<file path="config.mk">
export PLATFORM = sky130hd
export DESIGN_NAME = generador_cuadros_param_flat
export DESIGN_NICKNAME = d
export VERILOG_FILES = /design/src/rtl/generador_cuadros_param_if.sv /design/src/rtl/generador_cuadros_param.sv /design/src/flat_wrapper.sv
export SDC_FILE = /design/constraint.sdc
export NUM_CORES = 1
export LEC_CHECK = 0
export ABC_CLOCK_PERIOD_IN_PS = 2700
export BUFFER_PORTS_ARGS = -buffer_cell sky130_fd_sc_hd__buf_2
export CORE_MARGIN = 5
export CORE_UTILIZATION = 55
export CTS_CLUSTER_DIAMETER = 30
export DETAILED_ROUTE_END_ITERATION = 10
export PLACE_DENSITY_LB_ADDON = 0.05
export SYNTH_ARGS = -nofsm -noshare
export SYNTH_HDL_FRONTEND = slang
export SYNTH_SLANG_ARGS = --single-unit
export TNS_END_PERCENT = 20
</file>
<file path="constraint.sdc">
create_clock -name clk -period 2.7 [get_ports clk]
set_input_delay 0.27 -clock clk [delete_from_list [all_inputs] [get_ports clk]]
set_output_delay 0.27 -clock clk [all_outputs]
set_load 0.01 [all_outputs]
</file>
<file path="src/rtl/generador_cuadros_param_if.sv">
// -----------------------------------------------------------------------------
// generador_cuadros_param_if
// Bundles the pixel stream, host write port, alarm request and the rendered
// outputs of the rectangle generator.
//   master : driven by the surrounding video/host logic (or a testbench)
//   slave  : the generator itself
// Signals:
//   video_on, pixel_x, pixel_y      pixel stream from the sync generator
//   wr_en, wr_idx, wr_field, wr_data shadow register-file write port
//   ring_on                          alarm request (level)
//   fig_RGB, graph_on, blink_phase   rendered colour, coverage flag, blink phase
// -----------------------------------------------------------------------------
interface generador_cuadros_param_if #(
  parameter int NUM_BOX = 4,
  parameter int COLOR_W = 12
);
  localparam int IDX_W = (NUM_BOX > 1) ? $clog2(NUM_BOX) : 1;

  logic               video_on;
  logic [9:0]         pixel_x;
  logic [9:0]         pixel_y;
  logic               wr_en;
  logic [IDX_W-1:0]   wr_idx;
  logic [2:0]         wr_field;
  logic [COLOR_W-1:0] wr_data;
  logic               ring_on;
  logic [COLOR_W-1:0] fig_RGB;
  logic               graph_on;
  logic               blink_phase;

  modport master (
    output video_on, pixel_x, pixel_y, wr_en, wr_idx, wr_field, wr_data, ring_on,
    input  fig_RGB, graph_on, blink_phase
  );

  modport slave (
    input  video_on, pixel_x, pixel_y, wr_en, wr_idx, wr_field, wr_data, ring_on,
    output fig_RGB, graph_on, blink_phase
  );
endinterface

</file>
<file path="src/rtl/generador_cuadros_param.sv">
// -----------------------------------------------------------------------------
// generador_cuadros_param
// Draws NUM_BOX programmable rectangles over the 640x480 VGA picture, with
// optional blinking of selected boxes while the timer alarm rings. Host writes
// go to a shadow file that is copied to the active file once per frame, so a
// frame never shows a half-updated box. Output latency is one clock.
// Ports:
//   clk    rising-edge clock
//   reset  synchronous, active-low reset
//   bus    generador_cuadros_param_if.slave (pixel stream, write port,
//          ring_on, fig_RGB / graph_on / blink_phase)
// Build option:
//   GEN_FIG_BORDER_EN  draw each box as a 2-pixel outline instead of filled
// -----------------------------------------------------------------------------
module generador_cuadros_param #(
  parameter int NUM_BOX      = 4,
  parameter int COLOR_W      = 12,
  parameter int BLINK_FRAMES = 30
) (
  input  logic clk,
  input  logic reset,
  generador_cuadros_param_if.slave bus
);
  localparam int IDX_W = (NUM_BOX > 1) ? $clog2(NUM_BOX) : 1;
  localparam int CNT_W = (BLINK_FRAMES > 1) ? $clog2(BLINK_FRAMES) : 1;

  typedef struct packed {
    logic [9:0]         xl;
    logic [9:0]         xr;
    logic [9:0]         yt;
    logic [9:0]         yb;
    logic [COLOR_W-1:0] color;
    logic               en;
    logic               blink;
  } box_t;

  typedef enum logic [1:0] {S_IDLE, S_ON, S_OFF} blink_state_e;

  box_t               shadow_q [NUM_BOX];
  box_t               active_q [NUM_BOX];
  logic               origin_q;
  logic               frame_start;
  blink_state_e       state_q, state_d;
  logic [CNT_W-1:0]   cnt_q, cnt_d;
  logic [COLOR_W-1:0] rgb_q, color_d;
  logic               graph_q, any_d;
  logic               phase;
  logic               wr_ok;

  // One pulse per frame, even when (0,0) is held for several clocks by the
  // pixel-enable divider.
  assign frame_start = (bus.pixel_x == 10'd0) && (bus.pixel_y == 10'd0) && !origin_q;
  assign wr_ok       = bus.wr_en && ({1'b0, bus.wr_idx} < (IDX_W+1)'(NUM_BOX));

  always_ff @(posedge clk) begin
    if (!reset) origin_q <= 1'b0;
    else        origin_q <= (bus.pixel_x == 10'd0) && (bus.pixel_y == 10'd0);
  end

  // NOTE: the register files are reset so every box starts disabled; this is a
  // small flop array, not a RAM, so a reset costs nothing in inference.
  always_ff @(posedge clk) begin
    if (!reset) begin
      for (int i = 0; i < NUM_BOX; i++) shadow_q[i] <= '0;
    end else if (wr_ok) begin
      case (bus.wr_field)
        3'd0: shadow_q[bus.wr_idx].xl    <= bus.wr_data[9:0];
        3'd1: shadow_q[bus.wr_idx].xr    <= bus.wr_data[9:0];
        3'd2: shadow_q[bus.wr_idx].yt    <= bus.wr_data[9:0];
        3'd3: shadow_q[bus.wr_idx].yb    <= bus.wr_data[9:0];
        3'd4: shadow_q[bus.wr_idx].color <= bus.wr_data;
        3'd5: begin
          shadow_q[bus.wr_idx].en    <= bus.wr_data[0];
          shadow_q[bus.wr_idx].blink <= bus.wr_data[1];
        end
        default: ;
      endcase
    end
  end

  // NOTE: non-blocking assignment means the commit copies the shadow value from
  // before any same-cycle write; that write waits for the next frame.
  always_ff @(posedge clk) begin
    if (!reset) begin
      for (int i = 0; i < NUM_BOX; i++) active_q[i] <= '0;
    end else if (frame_start) begin
      active_q <= shadow_q;
    end
  end

  // Blink FSM: ON shows blink boxes, OFF hides them, swapping every
  // BLINK_FRAMES frame starts while the alarm rings.
  always_ff @(posedge clk) begin
    if (!reset) begin
      state_q <= S_IDLE;
      cnt_q   <= '0;
    end else begin
      state_q <= state_d;
      cnt_q   <= cnt_d;
    end
  end

  // NOTE: every always_comb output gets a default first so no path can leave
  // it unassigned and infer a latch.
  always_comb begin
    state_d = state_q;
    cnt_d   = cnt_q;
    case (state_q)
      S_IDLE: begin
        cnt_d = '0;
        if (bus.ring_on) state_d = S_ON;
      end
      S_ON, S_OFF: begin
        if (!bus.ring_on) begin
          state_d = S_IDLE;
          cnt_d   = '0;
        end else if (frame_start) begin
          if (cnt_q == CNT_W'(BLINK_FRAMES - 1)) begin
            state_d = (state_q == S_ON) ? S_OFF : S_ON;
            cnt_d   = '0;
          end else begin
            cnt_d = cnt_q + CNT_W'(1);
          end
        end
      end
      default: begin
        state_d = S_IDLE;
        cnt_d   = '0;
      end
    endcase
  end

  assign phase = (state_q == S_ON);

  // Hit test and priority: scanning from the top index down lets the lowest
  // visible index overwrite the others.
  always_comb begin
    logic hit;
    color_d = '0;
    any_d   = 1'b0;
    for (int i = NUM_BOX - 1; i >= 0; i--) begin
      hit = active_q[i].en &&
            (active_q[i].xl <= bus.pixel_x) && (bus.pixel_x <= active_q[i].xr) &&
            (active_q[i].yt <= bus.pixel_y) && (bus.pixel_y <= active_q[i].yb);
`ifdef GEN_FIG_BORDER_EN
      // Boxes under 4 pixels in either direction stay filled.
      if (({1'b0, active_q[i].xr} - {1'b0, active_q[i].xl} >= 11'd3) &&
          ({1'b0, active_q[i].yb} - {1'b0, active_q[i].yt} >= 11'd3)) begin
        hit = hit && (({1'b0, bus.pixel_x} < {1'b0, active_q[i].xl} + 11'd2) ||
                      ({1'b0, bus.pixel_x} + 11'd2 > {1'b0, active_q[i].xr}) ||
                      ({1'b0, bus.pixel_y} < {1'b0, active_q[i].yt} + 11'd2) ||
                      ({1'b0, bus.pixel_y} + 11'd2 > {1'b0, active_q[i].yb}));
      end
`endif
      if (hit && (!active_q[i].blink || (bus.ring_on && phase))) begin
        color_d = active_q[i].color;
        any_d   = 1'b1;
      end
    end
  end

  always_ff @(posedge clk) begin
    if (!reset) begin
      rgb_q   <= '0;
      graph_q <= 1'b0;
    end else begin
      rgb_q   <= bus.video_on ? color_d : '0;
      graph_q <= bus.video_on && any_d;
    end
  end

  assign bus.fig_RGB     = rgb_q;
  assign bus.graph_on    = graph_q;
  assign bus.blink_phase = phase;
endmodule

</file>
<file path="src/flat_wrapper.sv">
// flat-port wrapper written by rule: the top's interface ports become plain ports
module generador_cuadros_param_flat 
#(
  parameter int NUM_BOX      = 4,
  parameter int COLOR_W      = 12,
  parameter int BLINK_FRAMES = 30
)
  (clk, reset, bus_video_on, bus_pixel_x, bus_pixel_y, bus_wr_en, bus_wr_idx, bus_wr_field, bus_wr_data, bus_ring_on, bus_fig_RGB, bus_graph_on, bus_blink_phase);
  generador_cuadros_param_if #(.NUM_BOX(NUM_BOX), .COLOR_W(COLOR_W)) bus_i ();
  input  logic clk;
  input  logic reset;
  input wire logic [$bits(bus_i.video_on)-1:0] bus_video_on;
  input wire logic [$bits(bus_i.pixel_x)-1:0] bus_pixel_x;
  input wire logic [$bits(bus_i.pixel_y)-1:0] bus_pixel_y;
  input wire logic [$bits(bus_i.wr_en)-1:0] bus_wr_en;
  input wire logic [$bits(bus_i.wr_idx)-1:0] bus_wr_idx;
  input wire logic [$bits(bus_i.wr_field)-1:0] bus_wr_field;
  input wire logic [$bits(bus_i.wr_data)-1:0] bus_wr_data;
  input wire logic [$bits(bus_i.ring_on)-1:0] bus_ring_on;
  output wire logic [$bits(bus_i.fig_RGB)-1:0] bus_fig_RGB;
  output wire logic [$bits(bus_i.graph_on)-1:0] bus_graph_on;
  output wire logic [$bits(bus_i.blink_phase)-1:0] bus_blink_phase;
  assign bus_i.video_on = bus_video_on;
  assign bus_i.pixel_x = bus_pixel_x;
  assign bus_i.pixel_y = bus_pixel_y;
  assign bus_i.wr_en = bus_wr_en;
  assign bus_i.wr_idx = bus_wr_idx;
  assign bus_i.wr_field = bus_wr_field;
  assign bus_i.wr_data = bus_wr_data;
  assign bus_i.ring_on = bus_ring_on;
  assign bus_fig_RGB = bus_i.fig_RGB;
  assign bus_graph_on = bus_i.graph_on;
  assign bus_blink_phase = bus_i.blink_phase;
  generador_cuadros_param #(.NUM_BOX(NUM_BOX), .COLOR_W(COLOR_W), .BLINK_FRAMES(BLINK_FRAMES)) u_core (.clk(clk), .reset(reset), .bus(bus_i));
endmodule
</file>
## After elaboration in Yosys (flattened, before gate mapping)

Index checks and enable logic that the tools add are counted.

| storage, ports and cells | value |
|---|---|
| word-level logic and storage cells | 173 |
| input port bits | 42 |
| register bits after elaboration | 453 |
| output and inout port bits | 14 |

| operators by class | value |
|---|---|
| magnitude comparators | 18 |
| muxes and demuxes | 37 |
| $add $sub $neg | 1 |
| reduce and logical (&&, ||, !) cells | 44 |
| eq/ne operators | 11 |
| bitwise operators | 1 |

Operators with widths:

| operator | number |
|---|---|
| 216-bit bitwise mux | 7 |
| 216-bit case mux with 6 select lines | 1 |
| 54-bit demux with 2-bit select | 7 |
| 10-bit less-or-equal comparator | 16 |
| 54-bit 2-to-1 mux | 1 |
| 12-bit 2-to-1 mux | 4 |
| 44-bit 2-to-1 mux | 1 |
| 34-bit 2-to-1 mux | 1 |
| 1-bit logical AND | 25 |
| 24-bit 2-to-1 mux | 1 |
| 10-bit zero test | 2 |
| 14-bit 2-to-1 mux | 1 |
| 2-bit 2-to-1 mux | 6 |
| 3-bit by 2-bit == test with 1-bit output (second input constant) | 2 |
| 3-bit == test (second input constant) | 2 |
| 3-bit by 2-bit != test with 1-bit output (second input constant) | 2 |
| 3-bit AND reduction | 2 |
| 6-bit nonzero test | 1 |
| 5-bit by 1-bit adder with 5-bit output (second input constant) | 1 |
| 5-bit == test (second input constant) | 1 |
| 1-bit zero test | 5 |
| 1-bit 2-to-1 mux | 5 |
| 5-bit 2-to-1 mux | 1 |
| 1-bit logical OR | 4 |
| 12 further kinds | 13 |

## Logic depth before layout (Yosys ltp)

| depth | value |
|---|---|
| word-level depth | 11 |
| gate-level depth with buffers | 10 |

## Worst setup path after synthesis

Ideal clock, no wire load.

| timing | value |
|---|---|
| path kind | input -> register |
| start | in bus_pixel_x[3] |
| end | reg u_core.rgb_q[10] (netlist: u_core.bus.fig_RGB[10]) |
| cell stages on the path | 10 |
| library setup time | 0.086 ns |
| slack | 0.235 ns |
| required time | 2.614 ns |
| arrival | 2.379 ns |
| path through | inv_1 -> ha_1 -> a21o_1 -> a21o_1 -> a2111oi_2 -> o311ai_1 -> a2111oi_4 -> buf_6 -> nand3_1 -> a221oi_2 |

| on the way | value |
|---|---|
| word-level cells in the longest chain between the ends | 10 |
| elaborated cells between the ends (all ways) | 32 |
| those cells by class | order compare: 8; mux: 4; reduce/logical: 20 |

Ends and longest elaborated chain:

| item | line | text |
|---|---|---|
| from (decl) | flat_wrapper.sv:13 | `input wire logic [$bits(bus_i.pixel_x)-1:0] bus_pixel_x;` |
| 10-bit less-or-equal comparator | generador_cuadros_param.sv:143 | `(active_q[i].xl <= bus.pixel_x) && (bus.pixel_x <= active_q[i].xr) &&` |
| 1-bit logical AND | generador_cuadros_param.sv:142 | `hit = active_q[i].en &&` |
| 1-bit logical AND (2 in series) | generador_cuadros_param.sv:143 |  |
| 1-bit logical AND | generador_cuadros_param.sv:144 | `(active_q[i].yt <= bus.pixel_y) && (bus.pixel_y <= active_q[i].yb);` |
| 1-bit logical AND | generador_cuadros_param.sv:155 | `if (hit && (!active_q[i].blink \|\| (bus.ring_on && phase))) begin` |
| 12-bit 2-to-1 mux (3 in series) | generador_cuadros_param.sv:155 |  |
| 12-bit 2-to-1 mux (*) | generador_cuadros_param.sv:155 |  |
| to (signal assigned) | generador_cuadros_param.sv:167 | `rgb_q <= bus.video_on ? color_d : '0;` |
| to (decl) | generador_cuadros_param.sv:45 | `logic [COLOR_W-1:0] rgb_q, color_d;` |

Mark *: on every way between the ends. The rest lies on a longest branch, timed or not.
A chain may end at the register's enable or synchronous reset.

## Worst setup path in the final report

| timing | value |
|---|---|
| start | reg u_core.active_q[103] (netlist bit) |
| end | reg u_core.rgb_q[11] (netlist: u_core.bus.fig_RGB[11]) |

| on the way | value |
|---|---|
| word-level cells in the longest chain between the ends | 9 |

Ends and longest elaborated chain:

| item | line | text |
|---|---|---|
| from (decl) | generador_cuadros_param.sv:40 | `box_t active_q [NUM_BOX];` |
| from (signal assigned) | generador_cuadros_param.sv:87 | `active_q <= shadow_q;` |
| 10-bit less-or-equal comparator | generador_cuadros_param.sv:143 |  |
| 1-bit logical AND | generador_cuadros_param.sv:142 |  |
| 1-bit logical AND (2 in series) | generador_cuadros_param.sv:143 |  |
| 1-bit logical AND | generador_cuadros_param.sv:144 |  |
| 1-bit logical AND | generador_cuadros_param.sv:155 |  |
| 12-bit 2-to-1 mux (3 in series) | generador_cuadros_param.sv:155 |  |

No other way between the ends.

==> out/results.ini <==
[global_routing]
grt_overflow = 0
grt_pass1_wl_um = 98500
antenna_found_initial = 2
grt_pass1_vias = 18200
grt_max_degree = 103
gr-usage-all-layers_pct = 29.7

[setup_path]
path_buf_inv = 2
cp_data_required_time_ps = 3210
crit_slowest_cell = a2111o_1
cpLargestDelayFamily = compound AO/OA/AOI/OAI gates
cp_cell_sequence = ha_4, a21oi_1, o21ai_0, a2111o_1, a222oi_1, buf_4, and3_4, buf_12, a211oi_1, a221oi_2
startpoint = u_core.active_q[103]
cp-end-kind = register
critPathKind = reg2reg
r2r_start = u_core.active_q[103]
cp_max_fo = 13
crit_path_start_kind = register
cp_data_arrival_time_ps = 3130
slowest_delay_ps = 480

[outcome]
outcome = finished, final reports clean

[timing]
final_max_slew_viol_count = 0
min_period_ps = 2620
finalSetupViolCount = 0
final-hold-violation-count = 0
hold-worst-slack_ps = 44.5
tightest_slew_ps = 1040
fin_skew_ps = 25.0
fmax_mhz = 382
relSlewSlack_pct = 30.4
fin_crit_sh_pct = 96.9

[routing]
wl_per_cell_um = 19.1
vias = 18600
via_per_inst = 5.61
final_antenna_net_count = 0
drt_iter0_drc = 1354
drt_drc_violations_left = 0
dr.pass1.iters = 5
routed_wl_um = 63300

[cells_and_area]
drive_above_1_share_pct = 13.8
diodes = 0
utilization_pct = 68.8
nNetsFinal = 2924
syn2layout_area_growth_pct = 24.2

[power]
ir_drop_uv = 664
p_leak_uw = 0.00946
p_per_area_nw_per_um2 = 788

[clock_tree]
clk_latency_ps = 610
clock-root-buffer = clkbuf_16
cts_tree = yes
cts_buffers = 99
cts_buffer_depth = 3
ctsHtreeMaxLevel = 3
clkSlewWorstSetupHoldPaths_ps = 50
cts_sinks = 453

[die]
num_rows = 71
initial_utilization_pct = 55.4
core_area_um2 = 37400
die_x_um = 204
die_h_um = 204
io-pin-count = 56
die-area_um2 = 41700

[job]
maxCapViolations = 0

[hold_path]
holdCritStartpoint = bus_wr_data[9]
min-delay-path-class = in2reg

[yosys]
synth_nets = 2812
synth_mux_area_share_pct = 1.11
yosys.area_share.simple_pct = 19.9
synth_compound_area_share_pct = 19.7
avgSynthCellArea_um2 = 7.96
synth_edf_count = 0
yosysWarnings = 0
synthAdderAreaFrac_pct = 9.96
postSynthCellCount = 2605
synth-main-ff-cell = dfxtp_1
yosysUniqueCellTypes = 66
synth.yosys.seq_area_share_pct = 43.7
synth-seq-cells = 453
ys_async_sr_fraction_pct = 0
syn_area_um2 = 20700
synth_top_family_by_area = simple AND/OR/NAND/NOR gates
yosys.area_share.xor_xnor_pct = 0.169

[placement]
place.detailed.hpwl_um = 41600
portBuffers = 55
gp_congestion = 0.892

## kinds of logic after synthesis
| kind of cell | after synthesis |
|---|---|
| fa+ha+maj | 165 |
| flops | 453 |
| mux | 23 |
| simple gates | 1001 |
| buf+inv | 293 |
| compound gates | 666 |
| xor+xnor | 4 |
## worst paths after layout
kind | to | slack, ps | cells past startpoint
max | u_core.bus.fig_RGB[11] | 80 | 10
min | register | 40 | 3
max reg2reg | u_core.bus.fig_RGB[11] | 80 | 10
min reg2reg | u_core.active_q[66] | 450 | 2
## per-stage QoR
step	setup WS, ps	TNS (ps)	instances	instance area [µm²]	power [µW]
global route	-15.2	-18.1	3312	25700	20800
detailed placement	-301	-3270	3122	22100	7830
CTS	6.06	0	3311	25700	20400
finish	84.4	0	3312	25700	20300
floorplan	235	0	2605	20700	7400
global placement	-228	-2510	3122	22100	7800
## cells in the mapped netlist, types with 4 or more instances
cell type  instances  area (µm²)
nand2_1          772        2900
dfxtp_1          453        9070
a21oi_1          331        1660
ha_1             165        2060
clkbuf_1         150         563
inv_1            131         492
o21ai_0           87         435
a21boi_0          78         586
nor2_1            61         229
a21boi_1          43         323
nand3_1           42         210
nand4_1           31         194
a211oi_1          26         195
mux2i_1           23         230
nor2b_1           23         144
nand2b_1          20         125
a21o_1            19         143
o21a_1            19         143
o21ai_1           14        70.1
a221oi_2          11         165
nor3_1            11        55.1
or2_2             11        68.8
nor4_1             8        50.1
a221oi_1           5        43.8
and3_1             5        31.3
buf_1              4        15.0
o211ai_1           4        30.0
o41a_1             4        45.0
## worst reg2reg max path, stage by stage (launching register included)
cell	delay, ps
dfxtp_1	380
ha_4	230
a21oi_1	130
o21ai_0	120
a2111o_1	480
a222oi_1	340
buf_4	180
and3_4	180
buf_12	130
a211oi_1	100
a221oi_2	250
## metal layers
| metal | track usage [%] | up-vias | wire length (µm) |
|---|---|---|---|
| met1 | 38.7 | 8811 | 27400 |
| met4 | 13.7 | 4 | 2640 |
| met2 | 47.8 | 587 | 29200 |
| met3 | 5.89 | 164 | 4010 |
| li1 | - | 9020 | - |
| met5 | 0 | - | 34 |
## power breakdown
group,switching [µW],leakage (µW),internal (µW)
sequential,21.0,0.00365,6740
combinational,658,0.00407,326
clock,3830,0.00174,8700
## timing repair
action                                 in CTS  in global routing
buffers inserted                            1                  1
pin swaps                                   1                  7
hold buffers                                3                  0
resized for setup                           0                 13
setup endpoints to repair                   7                 12
gates cloned                                0                  0
endpoints found under the hold margin       9                  0
## layout by cell type (no fill, tap or decap), drive strengths merged, types with 5 or more instances in the layout
cell type,count
nand4,31
clkbuf,132
nand2b,20
a21o,19
nor2,62
clkinvlp,8
dfxtp,453
ha,165
inv,137
bufinv,14
nor3,11
nor4,9
nor2b,23
o21ai,101
a21oi,331
nand2,772
mux2i,23
and3,5
a211oi,26
o21a,19
nand3,42
clkinv,28
a21boi,121
buf,167
or2,13
a221oi,16
## layout make-up
class	instances	area, µm²
repair buffers	170	1340
flip-flops and latches	453	9070
fillers	3099	11700
inverters	134	510
well taps	511	639
clock buffers	132	2850
multi-input cells	1859	10600
clock inverters	53	688
Note: power is estimated with default switching activity, not from simulation.
